File: src/rtl/spi_sram_cache_pkg.sv
// spi_sram_cache_pkg: shared FSM state, request record and uncached-window test for spi_sram_cache
package spi_sram_cache_pkg;
  localparam logic [15:0] NC_LO_DEF = 16'h0200;
  localparam logic [15:0] NC_HI_DEF = 16'h02FF;
  typedef enum logic [1:0] {IDLE, BUSY, FLUSH} cache_state_t;
  typedef struct packed {
    logic [15:0] addr;
    logic        wr;
    logic [7:0]  wdata;
  } request_t;
  function automatic logic in_nc_window(input logic [15:0] addr, input logic [15:0] lo = NC_LO_DEF,
                                        input logic [15:0] hi = NC_HI_DEF);
    return addr >= lo && addr <= hi;
  endfunction
endpackage

File: src/rtl/spi_sram_cache_array.sv
// spi_sram_cache_array: valid/tag/data line store; async read by rd_idx, one write port (we/wr_*), per-line valid clear (clr/clr_idx), async-reset valid bits
module spi_sram_cache_array #(
  parameter int LINES = 16,
  parameter int IDX_W = $clog2(LINES),
  parameter int TAG_W = 16 - IDX_W
) (
  input  logic             clk,
  input  logic             rst,
  input  logic [IDX_W-1:0] rd_idx,
  output logic             rd_valid,
  output logic [TAG_W-1:0] rd_tag,
  output logic [7:0]       rd_data,
  input  logic             we,
  input  logic [IDX_W-1:0] wr_idx,
  input  logic [TAG_W-1:0] wr_tag,
  input  logic [7:0]       wr_data,
  input  logic             clr,
  input  logic [IDX_W-1:0] clr_idx
);
  logic [LINES-1:0] valid;
  logic [TAG_W-1:0] tags [LINES];
  logic [7:0]       data [LINES];
  assign rd_valid = valid[rd_idx];
  assign rd_tag   = tags[rd_idx];
  assign rd_data  = data[rd_idx];
  always_ff @(posedge clk or posedge rst)
    if (rst) valid <= '0;
    else if (we) valid[wr_idx] <= 1'b1;
    else if (clr) valid[clr_idx] <= 1'b0;
  always_ff @(posedge clk)
    if (we) begin
      tags[wr_idx] <= wr_tag;
      data[wr_idx] <= wr_data;
    end
endmodule

File: src/rtl/spi_sram_cache.sv
// spi_sram_cache: direct-mapped write-through byte cache; cpu_* request side, mem_* single-byte SPI SRAM side, flush pulse, saturating hit_cnt/miss_cnt
module spi_sram_cache
  import spi_sram_cache_pkg::*;
#(
  parameter int          LINES = 16,
  parameter logic [15:0] NC_LO = 16'h0200,
  parameter logic [15:0] NC_HI = 16'h02FF
) (
  input  logic        clk,
  input  logic        rst,
  input  logic        cpu_en,
  input  logic [15:0] cpu_addr,
  input  logic        cpu_wr,
  input  logic [7:0]  cpu_wdata,
  output logic [7:0]  cpu_rdata,
  output logic        cpu_rdy,
  input  logic        flush,
  output logic [23:0] mem_addr,
  output logic        mem_en,
  output logic        mem_wr,
  output logic [7:0]  mem_wdata,
  input  logic [7:0]  mem_rdata,
  input  logic        mem_ready,
  output logic [15:0] hit_cnt,
  output logic [15:0] miss_cnt
);
  localparam int IDX_W = $clog2(LINES);
  localparam int TAG_W = 16 - IDX_W;
  cache_state_t     state, state_d;
  request_t         req;
  logic             flush_pend;
  logic [IDX_W-1:0] cnt;
  logic             rd_valid;
  logic [TAG_W-1:0] rd_tag;
  logic [7:0]       rd_data;
  logic             hit, rd_hit, done, go_flush;
  assign hit      = rd_valid && rd_tag == cpu_addr[15:IDX_W] && !in_nc_window(cpu_addr, NC_LO, NC_HI);
  assign rd_hit   = state == IDLE && cpu_en && !cpu_wr && hit;
  assign done     = state == BUSY && mem_ready;
  assign go_flush = flush || flush_pend;
  assign cpu_rdy   = rd_hit || done;
  assign cpu_rdata = rd_hit ? rd_data : (done && !req.wr) ? mem_rdata : 8'h00;
  assign mem_en    = state == BUSY;
  assign mem_addr  = {8'h00, req.addr};
  assign mem_wr    = req.wr;
  assign mem_wdata = req.wdata;
  always_comb begin
    state_d = state;
    if (state == IDLE) state_d = (cpu_en && !rd_hit) ? BUSY : go_flush ? FLUSH : IDLE;
    else if (state == BUSY) state_d = mem_ready ? (go_flush ? FLUSH : IDLE) : BUSY;
    else state_d = (cnt == IDX_W'(LINES - 1)) ? IDLE : FLUSH;
  end
  always_ff @(posedge clk or posedge rst)
    if (rst) state <= IDLE;
    else state <= state_d;
  always_ff @(posedge clk or posedge rst)
    if (rst) begin
      req        <= '0;
      flush_pend <= 1'b0;
      cnt        <= '0;
      hit_cnt    <= '0;
      miss_cnt   <= '0;
    end else begin
      if (state == IDLE && cpu_en && !rd_hit) req <= '{addr: cpu_addr, wr: cpu_wr, wdata: cpu_wdata};
      flush_pend <= (state == FLUSH) ? 1'b0 : flush_pend | (flush && state_d == BUSY);
      cnt        <= (state == FLUSH) ? cnt + IDX_W'(1) : '0;
      if (rd_hit && hit_cnt != 16'hFFFF) hit_cnt <= hit_cnt + 16'd1;
      if (done && miss_cnt != 16'hFFFF) miss_cnt <= miss_cnt + 16'd1;
    end
  spi_sram_cache_array #(.LINES(LINES)) u_array (
    .clk     (clk),
    .rst     (rst),
    .rd_idx  (cpu_addr[IDX_W-1:0]),
    .rd_valid(rd_valid),
    .rd_tag  (rd_tag),
    .rd_data (rd_data),
    .we      (done && !in_nc_window(req.addr, NC_LO, NC_HI)),
    .wr_idx  (req.addr[IDX_W-1:0]),
    .wr_tag  (req.addr[15:IDX_W]),
    .wr_data (req.wr ? req.wdata : mem_rdata),
    .clr     (state == FLUSH),
    .clr_idx (cnt)
  );
endmodule

File: config.mk
export PLATFORM = sky130hd
export DESIGN_NAME = spi_sram_cache
export DESIGN_NICKNAME = d
export VERILOG_FILES = /design/src/rtl/spi_sram_cache_pkg.sv /design/src/rtl/spi_sram_cache_array.sv /design/src/rtl/spi_sram_cache.sv
export SDC_FILE = /design/constraint.sdc
export NUM_CORES = 1
export LEC_CHECK = 0
export ABC_AREA = 1
export CAP_MARGIN = 40
export CORE_MARGIN = 8
export CORE_UTILIZATION = 35
export DETAILED_ROUTE_END_ITERATION = 7
export SLEW_MARGIN = 30
export SYNTH_ARGS = -nofsm -noshare
export SYNTH_HDL_FRONTEND = slang
export SYNTH_SLANG_ARGS = --single-unit
File: constraint.sdc
create_clock -name clk -period 6.3 [get_ports clk]
set_input_delay 1.26 -clock clk [delete_from_list [all_inputs] [get_ports clk]]
set_output_delay 1.26 -clock clk [all_outputs]
set_load 0.01 [all_outputs]
==> results.tsv, run 1 <==
stage	metric	value	unit
placed_design	dp_hpwl	28800	um
setup_path	rr_startpoint	state[1]	
sta	clock.fmax	180	MHz
sta	slew_headroom	45.5	%
grt	grt_util_all_layers	16.6	%
clocking	clk_pin_slew	0.06	ns
finish	seq_area	0.0116	mm2
placed_design	pre_cts_ws	0.746	ns
synthesis	yosysTopAreaCellShare	54.9	%
setup_path	crit_required	5.04	ns
sta	worst_pin_slew	0.817	ns
placed_design	io_buffers	104	
clocking	root_buffer	clkbuf_16	
flow_run	maxCapViolations	0	
sta	fin_crit_sh	88.0	%
grt	grt_first_pass_wirelength	73000	um
grt	antenna_found_initial	0	
sta	rsz0062_at_grt	false	
synthesis	synth_compound_area_share	5.71	%
die	fp-row-count	82	
setup_path	crit_buf_inv	5	
drt	drt-pass1-iter-count	5	
setup_path	reg2reg_depth	17	
grt	grtUsageMet3	2.54	%
grt	busiest_layer	met2	
setup_path	r2r-end	flush_pend	
setup_path	crit_slowest_cell	clkinv_1	
clocking	holdBufCountCts	0	
synthesis	yosys_warnings	0	
finish	synthToLayoutAreaGrowth	18.1	%
synthesis	synth_area_leaders	edfxtp_1, dfrtp_1, nand2_1, nand3_1, nor2_1	
grt	use_met2	26.4	%
drt	post_drt_wl_per_cell	19.5	um
drt	wl	48400	um
status	status	completed	
synthesis	synth_top_family_by_area	simple AND/OR/NAND/NOR gates	
placed_design	dp_cells	2401	
finish	final_nets	1818	
drt	antenna_left	0	
synthesis	yosys.area.top_type	edfxtp_1	
hold_path	min_from	miss_cnt[13]	
finish	final_util	41.5	%
sta	final_max_slew_viol_count	0	
die	core	0.0498	mm2
finish	fillCellCount	4731	
pwr	power_density	332	mW/mm2
synthesis	synth_cells	1665	
setup_path	cpMostUsedCell	nand2_1	
sta	skew	0.0176	ns
finish	final_area	0.0207	mm2
drt	route.vias.total	12400	
synthesis	syn_area	0.0175	mm2
finish	fin_cells	2479	
clocking	clk_path_buf_depth	3	
finish	multi_input_area	0.00490	mm2
hold_path	min_path_type	register to register	
grt	grt_overflow_total	0	
setup_path	crit_path_max_fanout	18	
setup_path	cp-end-kind	output port	
clocking	clk_latency	0.57	ns
grt	grt_max_degree	120	
setup_path	start_kind	primary input	
sta	setup_slack	0.754	ns
pwr	power.leakage	8.28	nW
clocking	cts_resized	0	
grt	grt_pass1_vias	12100	
clocking	cts_htree_levels	2	
finish	final_cell_mix	nand2_1, edfxtp_1, nand3_1	
setup_path	critPathKind	primary input to output port	
hold_path	min_path_cells	1	
synthesis	muxShareOfSynthArea	0.515	%
clocking	clock-sinks	400	
hold_path	holdPathEnd	miss_cnt[13]	
finish	n_antenna_cell	0	
finish	final_common_cell	nand2_1	
sta	finalHoldViolCount	0	
die	die_area	0.0574	mm2
placed_design	dpl-instance-area	0.0193	mm2
setup_path	critPathArrivalTime	4.29	ns
drt	drt-initial-drc-count	1252	
die	die_w	240	um
drt	via_per_inst	4.99	
die	start_util	35.2	%
synthesis	yosysSeqAreaShare	66.4	%
setup_path	path_cells	buf_2 > clkinv_1 > buf_4 > nand3_1 > nand3_1 > nand2_1 > nand2_1 > nand2_1 > nand2_1 > nor2_1 > nand4_1 > nor2_1 > buf_4 > nand2_1 > nand2_1 > clkdlybuf4s50_1	
synthesis	synth_adder_area_share	0.429	%
sta	setup_tns	0	ns
synthesis	synthXorXnorAreaFrac	1.35	%
pwr	ir_worst_vdd	0.211	mV
sta	fin_crit	5.55	ns
synthesis	ys_ff_latch	400	
setup_path	r2r_slack	3.18	ns
synthesis	synth-simple-area-share	19.6	%
clocking	cts_buffers	43	
finish	drive_above_1_share	7.47	%
die	io_pins	113	
sta	finalSetupViolations	0	
synthesis	avgSynthCellArea	10.5	um2
die	die_y	240	um
clocking	cts_tree	done	
setup_path	cp_top_family	buffers and inverters	
drt	drc_errors	0	
synthesis	yosysUniqueCellTypes	40	
setup_path	cpPeakStageDelay	0.61	ns
grt	globalRouteMet1Util	23.5	%
placed_design	place_congestion	0.866	
clocking	post_cts_buffers	0	
metrics by stage:
| step | hold slack, ns | total power [mW] |
|---|---|---|
| 4_1_cts | 0.504 | 6.92 |
| 5_1_grt | 0.510 | 7.15 |
| 3_5_place_dp | 0.493 | 4.55 |
| 6_report | 0.495 | 6.86 |
| 3_3_place_gp | 0.480 | 4.52 |
| 2_1_floorplan | 0.455 | 4.01 |
where the power goes:
| group | switching, mW | total, mW | internal (mW) | leakage (nW) |
|---|---|---|---|---|
| logic | 0.561 | 0.908 | 0.348 | 3.70 |
| registers | 0.312 | 3.58 | 3.27 | 3.93 |
| clock network | 1.02 | 2.37 | 1.36 | 0.649 |
| total | 1.89 | 6.86 | 4.98 | 8.28 |
kinds of logic (layout without fill, tap and decap cells):
family,Yosys count,in the layout
compound gates,160,160
xor+xnor,27,27
fa+ha+maj,6,6
buf+inv,241,376
flops,400,400
mux,8,8
other cells,1,8
simple gates,822,822
synth_stat cells (all sizes together):
cell / instances
a21oi: 3
nand3b: 1
nor4b: 1
nor4: 2
xor2: 19
edfxtp: 320
clkbuf: 32
conb: 1
or2: 5
nand4: 15
o22ai: 5
a2bb2oi: 16
clkinv: 1
dfrtp: 80
nand2: 438
nor3: 12
mux2: 8
xnor2: 8
and3: 2
a31oi: 1
inv: 156
nor2: 162
o21ai: 96
ha: 6
o21bai: 1
buf: 52
o221ai: 27
nand3: 184
o211ai: 11
layer usage:
layer	routed length (um)	vias to the layer above
met4	815	0
met5	0	-
met2	22100	415
li1	-	5843
met3	3160	50
met1	22300	6069
layout make-up:
type / count / area share (%)
Sequential cell: 400 / 56.2
Multi-Input combinational cell: 1031 / 23.7
Timing Repair Buffer: 141 / 6.72
Clock buffer: 63 / 5.97
Tap cell: 672 / 4.07
Inverter: 157 / 2.87
Clock inverter: 15 / 0.406
state kept, by name, summed over array words and instances (netlist names):
name and cells:
hit_cnt 16, cnt 4, mem_addr 16, mem_wr 1, flush_pend 1, miss_cnt 16, mem_wdata 8, u_array.data 128
state 2, u_array.valid 16, u_array.tags 192
worst max-delay path by stage:
stage / startpoint / to / slack, ns / cells past startpoint
after detailed placement: cpu_addr[2] / cpu_rdata[1] / 0.75 / 16
after floorplan: cpu_addr[0] / cpu_rdata[7] / 2.14 / 17
after CTS: cpu_addr[2] / cpu_rdata[5] / 0.73 / 16
after global placement: cpu_addr[2] / cpu_rdata[2] / 0.78 / 16
final: cpu_addr[2] / cpu_rdata[5] / 0.75 / 16
after global routing: cpu_addr[2] / cpu_rdata[5] / 0.47 / 16
Power figures use the tool's default switching activity.
==> inputs of run 2 (changes only) <==
--- a/config.mk
+++ b/config.mk
@@ -9,2 +9,3 @@
 export CAP_MARGIN = 40
+export CORE_ASPECT_RATIO = 1.1
 export CORE_MARGIN = 8
--- a/constraint.sdc
+++ b/constraint.sdc
@@ -3,2 +3,2 @@
 set_output_delay 1.26 -clock clk [all_outputs]
-set_load 0.01 [all_outputs]
+set_load 0.05 [all_outputs]
==> run 2 against run 1 <==
Net effect: register-to-register slack lost 0.03 ns; critical path depth grew 3; worst setup slack gained 0.053 ns; first-iteration DRC count shrank 7.1%; global-route usage shrank 0.15 points; sequential cell count is the same.
==> results.tsv, run 2 (synthesis gave the netlist of run 1 again) <==
stage	metric	value	unit
finish	final_common_cell	nand2_1	
setup_path	critPathArrivalTime	4.23	ns
sta	clock.fmax	182	MHz
setup_path	cpMostUsedCell	nand2_1	
sta	final_max_slew_viol_count	0	
setup_path	critPathKind	primary input to output port	
drt	via_per_inst	5.04	
clocking	cts_htree_levels	2	
placed_design	dp_cells	2388	
setup_path	cpPeakStageDelay	0.56	ns
finish	final_util	41.9	%
sta	finalHoldViolCount	0	
setup_path	crit_buf_inv	5	
placed_design	place_congestion	0.831	
sta	fin_crit_sh	87.2	%
grt	grt_max_degree	179	
die	fp-row-count	86	
drt	drt-initial-drc-count	1163	
setup_path	path_cells	buf_4 > inv_4 > buf_4 > nand2_1 > nand2_1 > nand2_1 > nand3_1 > nand3_1 > nand3_1 > nand2_1 > nor2_1 > nand2_1 > nor2_2 > nand4_1 > nor2_1 > buf_4 > nand2_1 > nand2_1 > buf_12	
clocking	clk_path_buf_depth	3	
hold_path	min_path_type	register to register	
drt	drc_errors	0	
finish	largest_reg_flops	192	
clocking	clock-sinks	400	
drt	post_drt_wl_per_cell	19.5	um
die	die_area	0.0574	mm2
sta	fin_crit	5.49	ns
pwr	power_density	350	mW/mm2
setup_path	crit_required	5.04	ns
placed_design	dp_hpwl	28100	um
drt	drt-pass1-iter-count	5	
setup_path	cp-end-kind	output port	
finish	top_register	u_array.tags	
placed_design	io_buffers	104	
die	io_pins	113	
finish	fin_cells	2472	
drt	route.vias.total	12500	
sta	skew	0.0262	ns
sta	whs	0.501	ns
pwr	power.leakage	8.37	nW
pwr	ir_worst_vdd	0.233	mV
clocking	holdBufCountCts	0	
finish	synthToLayoutAreaGrowth	19.1	%
sta	slew_headroom	41.8	%
sta	setup_tns	0	ns
setup_path	crit_path_max_fanout	72	
finish	final_nets	1820	
setup_path	start_kind	primary input	
grt	grt_overflow_total	0	
clocking	cts_tree	done	
flow_run	maxCapViolations	0	
setup_path	cp_top_family	simple AND/OR/NAND/NOR gates	
setup_path	crit_slowest_cell	inv_4	
clocking	clk_latency	0.58	ns
finish	n_antenna_cell	0	
status	status	completed	
drt	antenna_left	0	
clocking	cts_buffers	44	
sta	finalSetupViolations	0	
finish	drive_above_1_share	8.22	%
clocking	root_buffer	clkbuf_16	
grt	grt_first_pass_wirelength	73800	um
grt	grt_pass1_vias	12300	
clocking	clk_pin_slew	0.06	ns
finish	final_cell_mix	nand2_1, edfxtp_1, nand3_1	
sta	rsz0062_at_grt	false	
die	start_util	35.2	%
die	core	0.0497	mm2
grt	grt_util_all_layers	16.5	%
sta	worst_pin_slew	0.872	ns
clocking	cts_resized	0	
finish	reg.largest.list	u_array.tags x192, u_array.data x128	
clocking	post_cts_buffers	0	
die	die_w	229	um
drt	wl	48200	um
grt	antenna_found_initial	0	
die	die_y	250	um
pwr	power	7.28	mW
==> run 2: cell types whose count changed in the layout (fill, tap and decap cells not counted) <==
| cell | before | now |
|---|---|---|
| inv_6 | 1 | 2 |
| clkbuf_8 | 6 | 12 |
| clkbuf_1 | 13 | 14 |
| inv_4 | 2 | 1 |
| bufinv_16 | 0 | 1 |
| clkbuf_16 | 44 | 45 |
| clkinv_8 | 1 | 0 |
| buf_6 | 0 | 3 |
| buf_12 | 5 | 12 |
| clkinv_1 | 7 | 6 |
| clkdlybuf4s50_1 | 101 | 92 |
| clkinv_2 | 7 | 4 |
==> run 2: routing by layer <==
| metal | vias up | routed length, um | track usage (%) | share of wire [%] |
|---|---|---|---|---|
| li1 | 5849 | - | - | - |
| met1 | 6103 | 20500 | 22.0 | 42 |
| met2 | 450 | 23000 | 27.1 | 48 |
| met3 | 68 | 3710 | 2.84 | 7.7 |
| met4 | 0 | 987 | 5.10 | 2.0 |
| met5 | - | 0 | 0 | 0 |
==> run 2: worst paths after layout <==
kind / cells past startpoint / slack, ns / startpoint / endpoint
setup / recovery: 19 / 0.81 / cpu_addr[0] / cpu_rdata[0]
hold / removal: 1 / 0.50 / miss_cnt[13] / miss_cnt[13]
setup reg to reg: 7 / 3.15 / mem_addr[12] / u_array.data[9][5]
hold reg to reg: 1 / 0.50 / miss_cnt[13] / miss_cnt[13]
max in group asynchronous: 4 / 4.66 / rst / u_array.valid[9]
min in group asynchronous: 3 / 1.07 / rst / hit_cnt[1]
==> run 2: through the flow <==
step	instance area, um2	setup slack [ns]
after floorplan	17500	1.62
after global placement	19300	0.814
after detailed placement	19400	0.810
after CTS	20800	0.764
after global routing	20800	0.531
final	20800	0.807
==> run 2: cell type report <==
| cell class | count | area, um2 |
|---|---|---|
| Fill cell | 4707 | 28900 |
| Sequential cell | 400 | 11600 |
| Multi-Input combinational cell | 1031 | 4900 |
| Timing Repair Buffer | 142 | 1470 |
| Clock buffer | 71 | 1340 |
| Tap cell | 660 | 826 |
| Inverter | 157 | 593 |
| Clock inverter | 11 | 81.3 |
==> run 2: where the power goes <==
group,switching [mW],internal (mW),total (mW),leakage (nW)
logic,0.832,0.347,1.18,3.74
registers,0.302,3.27,3.57,3.93
clock network,1.04,1.50,2.53,0.700
